`src/rtl/gate_sweep_ctrl_pkg.sv`:
```
// Shared definitions for the gate sweep controller: FSM state encoding and vector-count helper.
package gate_sweep_ctrl_pkg;

    typedef enum logic [1:0] {
        StIdle   = 2'd0,
        StDrive  = 2'd1,
        StCheck  = 2'd2,
        StFinish = 2'd3
    } state_e;

    function automatic int unsigned n_vec(input int unsigned n_in);
        return 32'd1 << n_in;
    endfunction

endpackage

```
`src/rtl/gate_sweep_ctrl_settle_timer.sv`:
```
// Hold counter: counts while enabled, clears on request, flags the last hold cycle.
module gate_sweep_ctrl_settle_timer #(
    parameter int unsigned Cycles = 2
) (
    input  logic clk,
    input  logic rst,
    input  logic clr_i,
    input  logic en_i,
    output logic expire_o
);

    localparam int unsigned CntW = $clog2(Cycles + 1);

    logic [CntW-1:0] cnt_q;

    always_ff @(posedge clk or posedge rst) begin
        if (rst) begin
            cnt_q <= '0;
        end else if (clr_i) begin
            cnt_q <= '0;
        end else if (en_i) begin
            cnt_q <= cnt_q + CntW'(1);
        end
    end

    assign expire_o = (cnt_q == CntW'(Cycles - 1));

endmodule

```
`src/rtl/gate_sweep_ctrl.sv`:
```
// Sweeps every input combination of a small gate in ascending order and checks its output
// against an expected truth table, reporting per-vector failures and overall pass/fail.
module gate_sweep_ctrl
    import gate_sweep_ctrl_pkg::*;
#(
    parameter int unsigned            N_IN        = 2,
    parameter int unsigned            HOLD_CYCLES = 2,
    parameter logic [(1<<N_IN)-1:0]   EXP_TT      = 4'b1000
) (
    input  logic                                 clk,
    input  logic                                 rst,
    input  logic                                 start_i,
    input  logic                                 gate_out_i,
    output logic [N_IN-1:0]                      gate_in_o,
    output logic                                 busy_o,
    output logic                                 done_o,
    output logic                                 pass_o,
    output logic [$clog2(n_vec(N_IN)+1)-1:0]     fail_count_o,
    output logic [n_vec(N_IN)-1:0]               fail_vec_o
);

    localparam int unsigned NVec = n_vec(N_IN);
    localparam int unsigned CntW = $clog2(NVec + 1);
    localparam int unsigned IdxW = N_IN + 1;

    state_e            state_q;
    logic [IdxW-1:0]   idx_q;
    logic [IdxW-1:0]   idx_nxt;
    logic [N_IN-1:0]   gate_in_q;
    logic              busy_q;
    logic              done_q;
    logic              pass_q;
    logic [CntW-1:0]   fail_count_q;
    logic [NVec-1:0]   fail_vec_q;
    logic              hold_expire;
    logic              mismatch;

    // Hold counter only runs in DRIVE; every other state keeps it cleared.
    gate_sweep_ctrl_settle_timer #(
        .Cycles (HOLD_CYCLES)
    ) u_settle_timer (
        .clk      (clk),
        .rst      (rst),
        .clr_i    (state_q != StDrive),
        .en_i     (state_q == StDrive),
        .expire_o (hold_expire)
    );

    assign idx_nxt  = idx_q + IdxW'(1);
    assign mismatch = (gate_out_i != EXP_TT[idx_q[N_IN-1:0]]);

    always_ff @(posedge clk or posedge rst) begin
        if (rst) begin
            state_q      <= StIdle;
            idx_q        <= '0;
            gate_in_q    <= '0;
            busy_q       <= 1'b0;
            done_q       <= 1'b0;
            pass_q       <= 1'b0;
            fail_count_q <= '0;
            fail_vec_q   <= '0;
        end else begin
            case (state_q)
                StIdle: begin
                    if (start_i) begin
                        state_q      <= StDrive;
                        idx_q        <= '0;
                        gate_in_q    <= '0;
                        busy_q       <= 1'b1;
                        pass_q       <= 1'b0;
                        fail_count_q <= '0;
                        fail_vec_q   <= '0;
                    end
                end
                StDrive: begin
                    if (hold_expire) begin
                        state_q <= StCheck;
                    end
                end
                StCheck: begin
                    if (mismatch) begin
                        fail_vec_q[idx_q[N_IN-1:0]] <= 1'b1;
                        fail_count_q                <= fail_count_q + CntW'(1);
                    end
                    if (idx_q == IdxW'(NVec - 1)) begin
                        state_q <= StFinish;
                        done_q  <= 1'b1;
                        // Fold in this cycle's compare so pass is valid alongside done.
                        pass_q  <= (fail_count_q == '0) && !mismatch;
                    end else begin
                        state_q   <= StDrive;
                        idx_q     <= idx_nxt;
                        gate_in_q <= idx_nxt[N_IN-1:0];
                    end
                end
                StFinish: begin
                    state_q <= StIdle;
                    done_q  <= 1'b0;
                    busy_q  <= 1'b0;
                end
                default: state_q <= StIdle;
            endcase
        end
    end

    assign gate_in_o    = gate_in_q;
    assign busy_o       = busy_q;
    assign done_o       = done_q;
    assign pass_o       = pass_q;
    assign fail_count_o = fail_count_q;
    assign fail_vec_o   = fail_vec_q;

endmodule
```
`config.mk`:
```
export PLATFORM = sky130hd
export DESIGN_NAME = gate_sweep_ctrl
export DESIGN_NICKNAME = d
export VERILOG_FILES = /design/src/rtl/gate_sweep_ctrl_pkg.sv /design/src/rtl/gate_sweep_ctrl_settle_timer.sv /design/src/rtl/gate_sweep_ctrl.sv
export SDC_FILE = /design/constraint.sdc
export NUM_CORES = 1
export LEC_CHECK = 0
export BUFFER_PORTS_ARGS = -buffer_cell sky130_fd_sc_hd__buf_4
export CORE_ASPECT_RATIO = 0.9
export CORE_MARGIN = 3
export CORE_UTILIZATION = 45
export DETAILED_ROUTE_END_ITERATION = 8
export PLACE_DENSITY_LB_ADDON = 0.3
export SLEW_MARGIN = 10
export SYNTH_ARGS = -nofsm -noshare
export SYNTH_HDL_FRONTEND = slang
export SYNTH_SLANG_ARGS = --single-unit
```
`constraint.sdc`:
```
create_clock -name clk -period 1.4 [get_ports clk]
set_input_delay 0.07 -clock clk [delete_from_list [all_inputs] [get_ports clk]]
set_output_delay 0.07 -clock clk [all_outputs]
set_load 0.005 [all_outputs]
```
### Word level (Yosys, flattened, before mapping)

Cells that the tools add are included.

* RAM bits: 0
* logic and storage cells: 70
* latch bits: 0
* memories: 0
* register bits: 19
* output and inout port bits: 12
* memory bits (read-only): 0
* input bits: 4

* $mul: 0
* $add $sub $neg: 3
* magnitude comparators: 2
* div/mod/pow operators: 0
* shift-type cells: 0
* reduce and logical (&&, ||, !) cells: 15
* equality and inequality tests: 12
* bitwise operators: 1
* mux-type cells: 28

Operator list (number)
* 2-bit 2-to-1 mux: 7
* 3-bit one-hot mux with 2 select lines: 2
* 2-bit inequality test (second input constant): 5
* 3-bit 2-to-1 mux: 3
* 3-bit AND reduction: 3
* 4-bit 2-to-1 mux: 2
* 2-bit one-hot mux with 4 select lines: 1
* 4-bit one-hot mux with 2 select lines: 1
* 2-bit nonzero test: 4
* 3-bit by 1-bit adder with 3-bit output (second input constant): 2
* 1-bit 2-to-1 mux: 6
* 1-bit one-hot mux with 2 select lines: 3
* 2-bit AND reduction: 3
* 2-bit by 1-bit equality test with 1-bit output (second input constant): 2
* 2-bit equality test (second input constant): 2
* 4-bit OR: 1
* 2-bit one-hot mux with 2 select lines: 1
* 3-bit by 2-bit equality test with 1-bit output (second input constant): 1
* 3-bit logical NOT: 1
* 2-bit by 3-bit < comparator with 1-bit output (second input constant): 1
* 2-bit by 1-bit adder with 2-bit output (second input constant): 1
* 1-bit binary-select mux with 2-bit select: 1
* 1-bit demux with 2-bit select: 1
* 2-bit by 1-bit >= comparator with 1-bit output (second input constant): 1
* other kinds (5): 6

### Longest topological paths before layout

Gate-level depths: netlist of run 1.

* depth in word-level cells: 7
* depth in mapped cells: 5
* mapped depth without buffers: 5

### By module

From an unflattened synthesis of run 1, not the netlist that was laid out.

* cells, all modules: 84
* area total of the unflattened synthesis: 920.9 um^2

By module, submodules not included
* gate_sweep_ctrl: times used 1, area an instance 827.0 um^2, cells each 75, seq. area each 375.4 um^2
* gate_sweep_ctrl_settle_timer: times used 1, area an instance 93.8 um^2, cells each 9, seq. area each 50.0 um^2

### Worst setup path after synthesis of run 1

OpenSTA, ideal clock, no wires.

* path kind: register to register
* from: register idx_q[0]
* to: register pass_q (netlist: pass_o)
* slack: 0.025 ns
* library setup time: 0.110 ns
* clock period less this slack: 1.375 ns
* data required time: 1.290 ns
* arrival time: 1.265 ns
* stages on the path, launching flop included: 5
* path buffers: 0
* path through: dfrtp_1 > ha_1 > xnor2_2 > nand3b_1 > o41ai_1

* word-level cells in the longest chain between the ends: 7
* elaborated cells between the ends (all ways): 10
* classes of those cells: eq/ne: 3; mux: 4; reduce/logical: 3

Ends and longest elaborated chain
* start: declaration: line gate_sweep_ctrl.sv:27 `logic [IdxW-1:0] idx_q;`
* start signal: assignment: line gate_sweep_ctrl.sv:92 `idx_q <= idx_nxt;`
* 1-bit binary-select mux with 2-bit select: line gate_sweep_ctrl.sv:50 `assign mismatch = (gate_out_i != EXP_TT[idx_q[N_IN-1:0]]);`
* 1-bit 2-to-1 mux (not written as such): line gate_sweep_ctrl.sv:50
* 1-bit inequality test: line gate_sweep_ctrl.sv:50
* 1-bit logical NOT: line gate_sweep_ctrl.sv:89 `pass_q <= (fail_count_q == '0) && !mismatch;`
* 1-bit logical AND: line gate_sweep_ctrl.sv:89
* 1-bit 2-to-1 mux: line gate_sweep_ctrl.sv:85 `if (idx_q == IdxW'(NVec - 1)) begin`
* 1-bit one-hot mux with 2 select lines: line gate_sweep_ctrl.sv:63 `case (state_q)`
* end signal: assignment: line gate_sweep_ctrl.sv:89
* end: declaration: line gate_sweep_ctrl.sv:32 `logic pass_q;`

Several ways; a longest one is shown, not always the timed one. The select of a mux whose other input is x is not followed.
A chain may end at the register's enable or synchronous reset.

### Worst setup path in the final report of run 1

* from: register idx_q[1]
* to: register pass_q (netlist: pass_o)

The elaborated chain is that of the path after synthesis.

==> summary.md, run 1 <==
| Metric | Value |
|---|---|
| Status | finished, violations left |
| Failing checks | setup timing |
| F_max | around 0.71 GHz |
| CTS root buf | clkbuf_4 |
| CTS tree | done |
| 1st-iter DRT viols | 11 |
| 1st-pass router iterations | 4 |
| CTS H-Tree Depth | 1 |
| Total chip power | approximately 1.9 mW |
| Nets | between 100 and 150 |
| Critical path class | register to register |
| RR Startpoint | idx_q[1] |
| Final wirelength | around 1.8 mm |
| Slew @ Worst Pin | between 600 and 700 ps |
| Max-slew violation count | 0 |
| Worst path buffer plus inverter count | 2 |
| Syn Inst Count | 80 |
| Main flop type after synthesis | dfrtp_1 |
| Hold Path End | busy_o |
| Slew headroom | 56.8% |
| Leak pwr | roughly 0.56 nW |
| Cell Area, Placed | around 1000 um2 |
| Vias in the first global route | 621 |
| Worst EP required | ~1600 ps |
| Total GRT Usage | approximately 16% |
| DR vias/cell | 5.10 |
| Flops & latches, synth | 17 |
| R2R Path End | pass_o |
| Clock latency on the worst-skew pair | between 200 and 300 ps |
| Final hold violation count | 0 |
| Die Y | between 40 and 50 um |
| Post-Place Worst Slack | -35.0 ps |
| Layout cells sized above 1 | approximately 40% |
| First-pass GRT wire length | around 2.9 mm |
| Clock transition at path regs | ~90 ps |
| RePlAce Congestion | 0.798 |
| VDD IR max | slightly above 0.9 mV |
| Async SR Flop Fraction | 100% |
| R2R Setup Slk | -20 ps |
| Largest net degree at the start of global routing | 18 |
| Worst Path Max Fanout | 3 |
| YS warnings | 0 |
| Max Clock Skew | around 2.1 ps |
| Cell Chain, Critical Path | buf_6 -> ha_4 -> buf_6 -> nand3b_1 -> o211ai_1 -> o41ai_2 |
| Min setup slack post-route | -18.3 ps |
| Setup-failing EPs final | 1 |
| Max Buffers Root-to-Sink | 2 |
| Power Density | between 1500 and 2000 nW/um2 |
| Cell mode on critical path | buf_6 |
| Slowest cell on crit path | dfrtp_1 |
| Core box area | 1750 um2 |
| Slowest cell delay on critical path | around 430 ps |
| DRC violations left | 0 |
| Avg Inst Size Synth | between 10 and 15 um2 |
| Minimum hold slack | between 80 and 90 ps |
| Yosys cell types | 24 |
| Die width | roughly 53 um |
| Crit path launch type | register |
| IO Count | 16 |
| CTS buffer count | 3 |
| Post-DR wirelength/cell | roughly 14 um |
| Routed via count | 673 |
| Top Family by Delay on Critical Path | flip-flops |
| Post-route ant nets | 0 |
| Starting density of the core | 50.0% |
| Initial antenna violation count | 0 |
| WHS Path Cells | 3 |
| Area grow syn2layout | 38.9% |
| R2R cell count | 6 |
| Synthesized Nets | 92 |
| Clock sinks | 17 |
| Row cnt | 14 |
| Synth Cell Area | slightly below 900 um2 |
| RSZ-0062 raised after global routing | yes |
| Post-synthesis sequential area ratio | 48.6% |
| Tmin final | between 1000 and 1500 ps |
| Util after Layout | around 69% |
| # diodes | 0 |
| Worst endpoint data arrival time | 1590 ps |
| Gr ovfl total | 0 |
| HP Class | input pin to register |
| Crit. End Element | register |
| Post-synth EDFFs | 0 |
| Die area | around 2500 um2 |
| Worst Hold Launch | start_i |
| Buffers on Ports | 15 |
| Final Cycle Share | 101% |
| Max-cap viol count | 0 |
| Start point of the critical path | idx_q[1] |
| DP Wirelength | ~1.2 mm |
| Post-Layout Inst Area | approximately 1200 um2 |
-- worst max path at each step --
stage                      end  slack [ps]  depth (start not counted)
3_3_place_gp            pass_o          60                          4
2_1_floorplan           pass_o          20                          4
3_5_place_dp   fail_count_o[1]         -30                          4
6_report                pass_o         -20                          6
4_1_cts        fail_count_o[1]         -30                          4
5_1_grt                 pass_o        -130                          6
-- cells in the final DEF (no fill, tap or decap) --
cell type / netlist / final
buf_4: 2 / 24
dfrtp_1: 17 / 16
inv_1: 9 / 7
nand2_1: 6 / 6
ha_1: 8 / 5
a22o_1: 4 / 4
mux2i_1: 4 / 4
a21oi_1: 4 / 4
o21ai_0: 4 / 3
nand3b_1: 3 / 3
nor2_1: 3 / 3
ha_4: 0 / 3
clkbuf_4: 0 / 3
buf_6: 0 / 3
inv_2: 1 / 2
o211ai_1: 2 / 2
or3b_1: 1 / 1
xnor2_4: 0 / 1
nor3_4: 1 / 1
o21bai_1: 1 / 1
nor2b_4: 0 / 1
nor2b_2: 0 / 1
o21ai_1: 0 / 1
o22ai_1: 1 / 1
inv_4: 0 / 1
o31ai_1: 1 / 1
o41ai_2: 0 / 1
nor4b_4: 0 / 1
o2bb2ai_1: 1 / 1
clkbuf_1: 0 / 1
dlygate4sd3_1: 0 / 1
dfrtp_2: 0 / 1
-- layout make-up --
type / count / area, um2
Clock buffer: 4 / 26.3
Fill cell: 126 / 536
Inverter: 10 / 40.0
Multi-Input combinational cell: 49 / 469
Sequential cell: 17 / 427
Tap cell: 24 / 30.0
Timing Repair Buffer: 28 / 224
-- synthesized netlist by cell type, types with 2 or more instances --
library cell,n,area share [%]
a21oi_1,4,2.3
a22o_1,4,4.0
buf_2,2,1.1
buf_4,2,1.7
dfrtp_1,17,49
ha_1,8,11
inv_1,9,3.9
mux2i_1,4,4.6
nand2_1,6,2.6
nand3b_1,3,2.6
nor2_1,3,1.3
nor2b_1,2,1.4
o211ai_1,2,1.7
o21ai_0,4,2.3
-- cell families after synthesis --
logic type                 after synthesis  synth area share, %
DFF                                     17                 48.6
muxes                                    4                 4.57
AOI/OAI and AO/OA                       19                 14.7
and+or+nand+nor                         17                 11.7
buffers and inverters                   14                 7.14
adders and majority gates                8                 11.4
xor gates and xnor gates                 1                 1.86
-- power breakdown --
part           internal (mW)  total, mW  leakage, nW  switching, mW
combinational          0.451      0.913        0.322          0.462
sequential             0.615      0.720        0.225          0.105
clock                  0.111      0.261       0.0150          0.150
-- layer usage --
metal	share of wire (%)	track usage, %	wire (um)	vias to the layer above
met5	0	0	0	-
met4	0.43	4.59	8	0
met3	7.2	5.92	132	2
met2	47	26.7	860	24
met1	46	21.1	844	317
li1	-	-	-	330
-- timing repair --
item                                    4_1_cts  5_1_grt
endpoints found under the setup margin        3       10
setup buffers                                 2        4
pin swaps                                     3        3
hold buffers                                  1        0
resized for setup                             8       11
hold endpoints to repair                     17        0
-- worst register-to-register path: cells and delay by family (launching register included) --
| kind | cells | cell delay (ps) |
|---|---|---|
| compound gates | 2 | 350 |
| fa+ha+maj | 1 | 130 |
| buf+inv | 2 | 250 |
| flops | 1 | 430 |
| simple gates | 1 | 150 |
-- flip-flops by register name, summed over array words and instances (netlist names) --
register and cells:
u_settle_timer.cnt_q 2, fail_count_o 3, idx_q 3, state_q 2
pass_o 1, fail_vec_o 4, done_o 1, busy_o 1
-- per-stage QoR --
stage               std cells  setup TNS, ps
floorplan                  80              0
global placement          121              0
detailed placement        121          -67.3
CTS                       128          -44.0
global route              132           -318
finish                    132          -18.3
No activity file was read; power rests on OpenSTA's default activity.
==> inputs of run 2 (changes only) <==
--- a/config.mk
+++ b/config.mk
@@ -8,7 +8,7 @@
 export BUFFER_PORTS_ARGS = -buffer_cell sky130_fd_sc_hd__buf_4
 export CORE_ASPECT_RATIO = 0.9
 export CORE_MARGIN = 3
-export CORE_UTILIZATION = 45
+export CORE_UTILIZATION = 35
 export DETAILED_ROUTE_END_ITERATION = 8
 export PLACE_DENSITY_LB_ADDON = 0.3
 export SLEW_MARGIN = 10
==> run 2 against run 1 <==
Compared with the run above: the flow now finishes without violations; clock skew up 4.0 ps; via count down 2.7%; maximum frequency up 3.0%; flip-flop and latch count unchanged; clock power about the same; highest routed layer is now met3; design area up 0.62%; power down 0.36%; critical path depth down 1.
==> summary.md, run 2 (synthesis gave the netlist of run 1 again) <==
| Metric | Value |
|---|---|
| DRC violations left | 0 (unchanged) |
| Max Clock Skew | 6.07 ps (+3.96 ps) |
| CTS tree | done |
| 1st-pass router iterations | 4 (unchanged) |
| Util after Layout | 53.6% (-16 points) |
| Worst endpoint data arrival time | 1620 ps (+30 ps) |
| Metal1 wirelength | 799 um (-5.3%) |
| Die area | 3140 um2 (+25%) |
| Slew headroom | 56.3% (-0.49 points) |
| Final hold violation count | 0 (unchanged) |
| CTS root buf | clkbuf_4 |
| F_max | 0.726 GHz (+3.0%) |
| 1st-iter DRT viols | 10 (-1) |
| RSZ-0062 raised after global routing | yes |
| Area grow syn2layout | 39.7% |
| Routed via count | 655 (-2.7%) |
| Max-slew violation count | 0 (unchanged) |
| Crit. End Element | register |
| Nets | 123 (+1.7%) |
| Slew @ Worst Pin | 655 ps (+7.38 ps) |
| DP Wirelength | 1.24 mm (about the same) |
| Worst Path Max Fanout | 5 (+2) |
| Crit path launch type | register |
| HP Class | input pin to register |
| Minimum hold slack | 84.3 ps (+1.33 ps) |
| Most frequent cells in the layout | buf_4, dfrtp_1, inv_1, nand2_1, ha_1 |
| Die width | 58.7 um (+12%) |
| Vias in the first global route | 655 (+5.5%) |
| Buffers on Ports | 15 (unchanged) |
| Starting density of the core | 38.4% (-12 points) |
| Setup-failing EPs final | 0 (-1) |
| Leak pwr | 0.569 nW (+1.3%) |
| Largest net degree at the start of global routing | 18 (unchanged) |
| Critical path class | register to register |
| Layout cells sized above 1 | 40.9% (+1.1 points) |
| Total GRT Usage | 13.3% (-3.2 points) |
| Setup TNS | 0 ps (+18.3 ps) |
| Clock transition at path regs | 100 ps (about the same) |
| Final wirelength | 1.84 mm (-0.11%) |
| Status | completed |
| Gr ovfl total | 0 (unchanged) |
| Max reg flops | 4 (unchanged) |
| Clock latency on the worst-skew pair | 290 ps (about the same) |
| Max-cap viol count | 0 (unchanged) |
| Core box area | 2280 um2 (+30%) |
| Routed met2 length | 946 um (+10%) |
| Power Density | 1540 nW/um2 (-0.97%) |
| # diodes | 0 (unchanged) |
| Worst EP required | 1640 ps (+70 ps) |
| Max Used Layer | met3 |
| CTS buffer count | 3 (unchanged) |
| CTS H-Tree Depth | 1 (unchanged) |
| Final Cycle Share | 98.3% (-3.0 points) |
| Die Y | 53.5 um (+12%) |
| Initial antenna violation count | 0 (unchanged) |
| IO Count | 16 (unchanged) |
| Post-DR wirelength/cell | 13.5 um (-3.8%) |
| Tmin final | 1380 ps (-41.4 ps) |
| Most common cell after layout, fill and taps aside | buf_4 |
| Row cnt | 16 (+2) |
| First-pass GRT wire length | 3.03 mm (+4.5%) |
| VDD IR max | 0.951 mV (+3.0%) |
| Routed wl met3 | 97 um (-27%) |
| Max Buffers Root-to-Sink | 2 (unchanged) |
| Total chip power | 1.89 mW (-0.36%) |
| Post-route ant nets | 0 (unchanged) |
| RePlAce Congestion | 0.730 (-8.5%) |
| Clock sinks | 17 (unchanged) |
| DR vias/cell | 4.78 (-6.2%) |
run 2: cell types whose count changed in the layout (fill, tap and decap cells not counted), sizes merged:
cell  delta
buf      +2
run 2: final timing paths:
kind	from	end	slack [ps]	depth (start not counted)
max in group asynchronous	rst	idx_q[0]	520	3
min in group asynchronous	rst	fail_count_o[2]	420	3
max reg2reg	idx_q[0]	fail_vec_o[1]	20	5
min	start_i	busy_o	80	3
min reg2reg	u_settle_timer.cnt_q[0]	u_settle_timer.cnt_q[0]	440	1
max	idx_q[0]	fail_vec_o[1]	20	5
run 2: layout make-up:
class	count	area, um2
Timing Repair Buffer	30	243
Fill cell	216	1060
Inverter	10	40.0
Clock buffer	4	26.3
Sequential cell	17	428
Tap cell	27	33.8
Multi-Input combinational cell	49	453
run 2: where the power goes:
group	internal, mW	total (mW)	switching (mW)
Clock	0.111	0.264	0.153
Combinational	0.452	0.897	0.445
Sequential	0.617	0.726	0.109
run 2: worst max-delay path, cell delays in order, from the launching register on:
cell and delay [ps]:
dfrtp_2 470, ha_4 200, xnor2_4 140, nor3_4 230
buf_4 170, a22o_1 110
run 2: stage by stage:
step	setup WS, ps	cells	cell area, um2
global route	-64.2	137	1220
CTS	-45.5	134	1150
finish	23.2	137	1220
global placement	14.1	125	1050
detailed placement	-42.7	125	1050
floorplan	24.8	80	876
run 2: repair_timing:
item | 4_1_cts | 5_1_grt
endpoints found under the setup margin | 3 | 10
hold endpoints to repair | 17 | 0
hold buffers | 1 | 0
cloned | 0 | 0
pin swaps | 4 | 4
buffers inserted | 5 | 3
resized for setup | 9 | 11
run 2: routing by layer:
metal  GRT usage [%]  vias to the layer above
li1                -                      336
met1            15.7                      305
met2            23.0                       14
met3            5.37                        0
met4            2.26                        0
met5               0                        -
==> inputs of run 3 (changes only) <==
--- a/config.mk
+++ b/config.mk
@@ -5,11 +5,11 @@
 export SDC_FILE = /design/constraint.sdc
 export NUM_CORES = 1
 export LEC_CHECK = 0
-export BUFFER_PORTS_ARGS = -buffer_cell sky130_fd_sc_hd__buf_4
 export CORE_ASPECT_RATIO = 0.9
-export CORE_MARGIN = 3
+export CORE_MARGIN = 2
 export CORE_UTILIZATION = 35
 export DETAILED_ROUTE_END_ITERATION = 8
+export DONT_BUFFER_PORTS = 1
 export PLACE_DENSITY_LB_ADDON = 0.3
 export SLEW_MARGIN = 10
 export SYNTH_ARGS = -nofsm -noshare
==> run 3 against run 2 <==
Compared with the run above: register-to-register slack lost 20 ps; highest routed layer is now met4; sequential share of layout area grew 4.3 points; design area shrank 11%; core utilization shrank 8.2 points; wire length shrank 8.0%; maximum frequency shrank 1.1%; count of clock-buffer cells in the layout is the same; die area shrank 7.0%; combinational power shrank 16%; largest power group unchanged; global-route usage shrank 0.11 points.
==> summary.md, run 3 (synthesis gave the netlist of run 1 again) <==
| Metric | Value |
|---|---|
| Status | completed |
| Max-cap viol count | 0 (unchanged) |
| Nets | 106 (-14%) |
| Total GRT Usage | 13.2% (-0.11 points) |
| R2R Path End | idx_q[1] |
| Worst path buffer plus inverter count | 3 (+2) |
| Post-Place Worst Slack | -85.9 ps (-43.1 ps) |
| Post-route ant nets | 0 (unchanged) |
| Final hold violation count | 0 (unchanged) |
| Clock transition at path regs | 90 ps (about the same) |
| Seq pwr share | 42.1% (+3.6 points) |
| Core box area | 2400 um2 (+5.3%) |
| # diodes | 0 (unchanged) |
| DP Wirelength | 1.22 mm (-1.7%) |
| Area grow syn2layout | 24.6% |
| First-pass GRT wire length | 2.93 mm (-3.2%) |
| Max Buffers Root-to-Sink | 2 (unchanged) |
| Routed wl met3 | 69 um (-29%) |
| RePlAce Congestion | 0.701 (-3.9%) |
| Die width | 56.7 um (-3.4%) |
| F_max | 0.718 GHz (-1.1%) |
| Clock latency on the worst-skew pair | 280 ps (about the same) |
| Starting density of the core | 36.4% (-1.9 points) |
| Hold Path End | state_q[0] |
| Row cnt | 17 (+1) |
| Cell Chain, Critical Path | buf_6 -> buf_6 -> inv_4 -> ha_4 -> nor2b_4 -> mux2i_1 -> o21ai_1 |
| Gr ovfl total | 0 (unchanged) |
| Slowest cell on crit path | dfrtp_2 |
| Cell Area, Placed | 931 um2 (-11%) |
| DR vias/cell | 5.15 (+7.7%) |
| Cell mode on critical path | buf_6 |
| Pint | 1.08 mW (-8.7%) |
| Max reg flops | 4 (unchanged) |
| Clock Power Share | 14.7% (+0.7 points) |
| Layout cells sized above 1 | 28.0% (-13 points) |
| Slew @ Worst Pin | 651 ps (-3.93 ps) |
| RSZ-0062 raised after global routing | yes |
| Switching share of total power | 37.8% (+0.41 points) |
| Fillers | 225 (+4.2%) |
| Worst Path Max Fanout | 4 (-1) |
| Max-slew violation count | 0 (unchanged) |
| Min setup slack post-route | 7.61 ps (-15.5 ps) |
| Setup TNS | 0 ps (unchanged) |
| Worst EP required | 1570 ps (-70 ps) |
| Buffers on Ports | 0 (-15) |
| Setup-failing EPs final | 0 (unchanged) |
| Worst Hold Launch | start_i |
| Final wirelength | 1.70 mm (-8.0%) |
| IO Count | 16 (unchanged) |
| Critical path class | register to register |
| Combinational Power Share | 43.2% (-4.3 points) |
| CTS root buf | clkbuf_4 |
| Most common cell after layout, fill and taps aside | dfrtp_1 |
| HP Class | input pin to register |
| Routed via count | 623 (-4.9%) |
| WHS Path Cells | 2 (-1) |
| Most frequent cells in the layout | dfrtp_1, inv_1, buf_4, nand2_1, ha_1 |
| Worst endpoint data arrival time | 1560 ps (-60 ps) |
| RR Startpoint | idx_q[1] |
| DRC violations left | 0 (unchanged) |
| Power Density | 1590 nW/um2 (+3.1%) |
| R2R cell count | 7 (+2) |
| Metal1 wirelength | 781 um (-2.3%) |
| Max Clock Skew | 4.37 ps (-1.70 ps) |
| CTS buffer count | 3 (unchanged) |
| Slowest cell delay on critical path | 460 ps (about the same) |
| Top Family by Delay on Critical Path | flip-flops |
| Tmin final | 1390 ps (+15.5 ps) |
| Post-Layout Inst Area | 1090 um2 (-11%) |
| Post-DR wirelength/cell | 14.0 um (+4.1%) |
| VDD IR max | 1.11 mV (+17%) |
| 1st-iter DRT viols | 14 (+4) |
| Crit. End Element | register |
| 1st-pass router iterations | 2 (-2) |
| Die Y | 51.5 um (-3.7%) |
| Final Cycle Share | 99.5% (+1.1 points) |
| Die area | 2920 um2 (-7.0%) |
| Leak pwr | 0.480 nW (-16%) |
| Crit path launch type | register |
| CTS H-Tree Depth | 1 (unchanged) |
| Vias in the first global route | 626 (-4.4%) |
| Max Used Layer | met4 |
| Routed met2 length | 833 um (-12%) |
| Net Sw Power | 0.656 mW (-7.1%) |
| Initial antenna violation count | 0 (unchanged) |
| CTS tree | done |
| Largest net degree at the start of global routing | 18 (unchanged) |
| Minimum hold slack | 29.4 ps (-55.0 ps) |
| Clock sinks | 17 (unchanged) |
| R2R Setup Slk | 8 ps (-20 ps) |
| Slew headroom | 56.6% (+0.26 points) |
run 3: cell count changes in the layout (fill, tap and decap cells not counted), sizes merged:
cell,before,now
buf,29,11
dlygate4sd3,1,2
run 3: layer usage:
layer  vias to the layer above  GRT usage, %
li1                        305             -
met1                       303          15.6
met2                        13          23.3
met3                         2          5.82
met4                         0          1.16
met5                         -             0
run 3: timing repair:
action                     CTS  global route
hold buffers                 2             0
setup endpoints to repair   10             9
setup buffers                5             0
hold endpoints to repair    18             0
pin swaps                    4             3
gates resized for setup     16             2
cloned                       0             0
run 3: worst max path at each step:
stage / from / endpoint / slack, ps / cells after the start
global route: idx_q[1] / idx_q[1] / -50 / 7
finish: idx_q[1] / idx_q[1] / 8 / 7
floorplan: idx_q[0] / pass_o / 20 / 4
detailed placement: idx_q[1] / fail_count_o[1] / -90 / 4
CTS: idx_q[1] / fail_count_o[1] / -30 / 4
global placement: idx_q[1] / pass_o / 7 / 4
run 3: power by group through the flow:
stage / sequential, mW / combinational [mW] / clock [mW]
detailed placement: 0.721 / 0.591 / 0
floorplan: 0.737 / 0.413 / 0
CTS: 0.729 / 0.755 / 0.264
global placement: 0.711 / 0.581 / 0
finish: 0.729 / 0.749 / 0.255
global route: 0.749 / 0.843 / 0.285
run 3: final cells by class:
class                   instances  area [um2]  area share, %
multi-input cells              49         444           40.7
clock buffers                   4        26.3           2.41
flip-flops and latches         17         428           39.2
repair buffers                 13         118           10.8
well taps                      28        35.0           3.21
inverters                      10        40.0           3.67
run 3: metrics by stage:
stage / std cells / power, mW / util (%)
floorplan: 80 / 1.15 / -
CTS: 121 / 1.75 / 45.3
finish: 121 / 1.73 / 45.4
global route: 121 / 1.88 / 45.4
detailed placement: 110 / 1.31 / 38.7
global placement: 110 / 1.29 / 38.7
run 3: worst register-to-register path, cell delays in order (launching register included):
cell,delay [ps]
dfrtp_2,460
buf_6,130
buf_6,110
inv_4,50
ha_4,180
nor2b_4,110
mux2i_1,150
o21ai_1,80
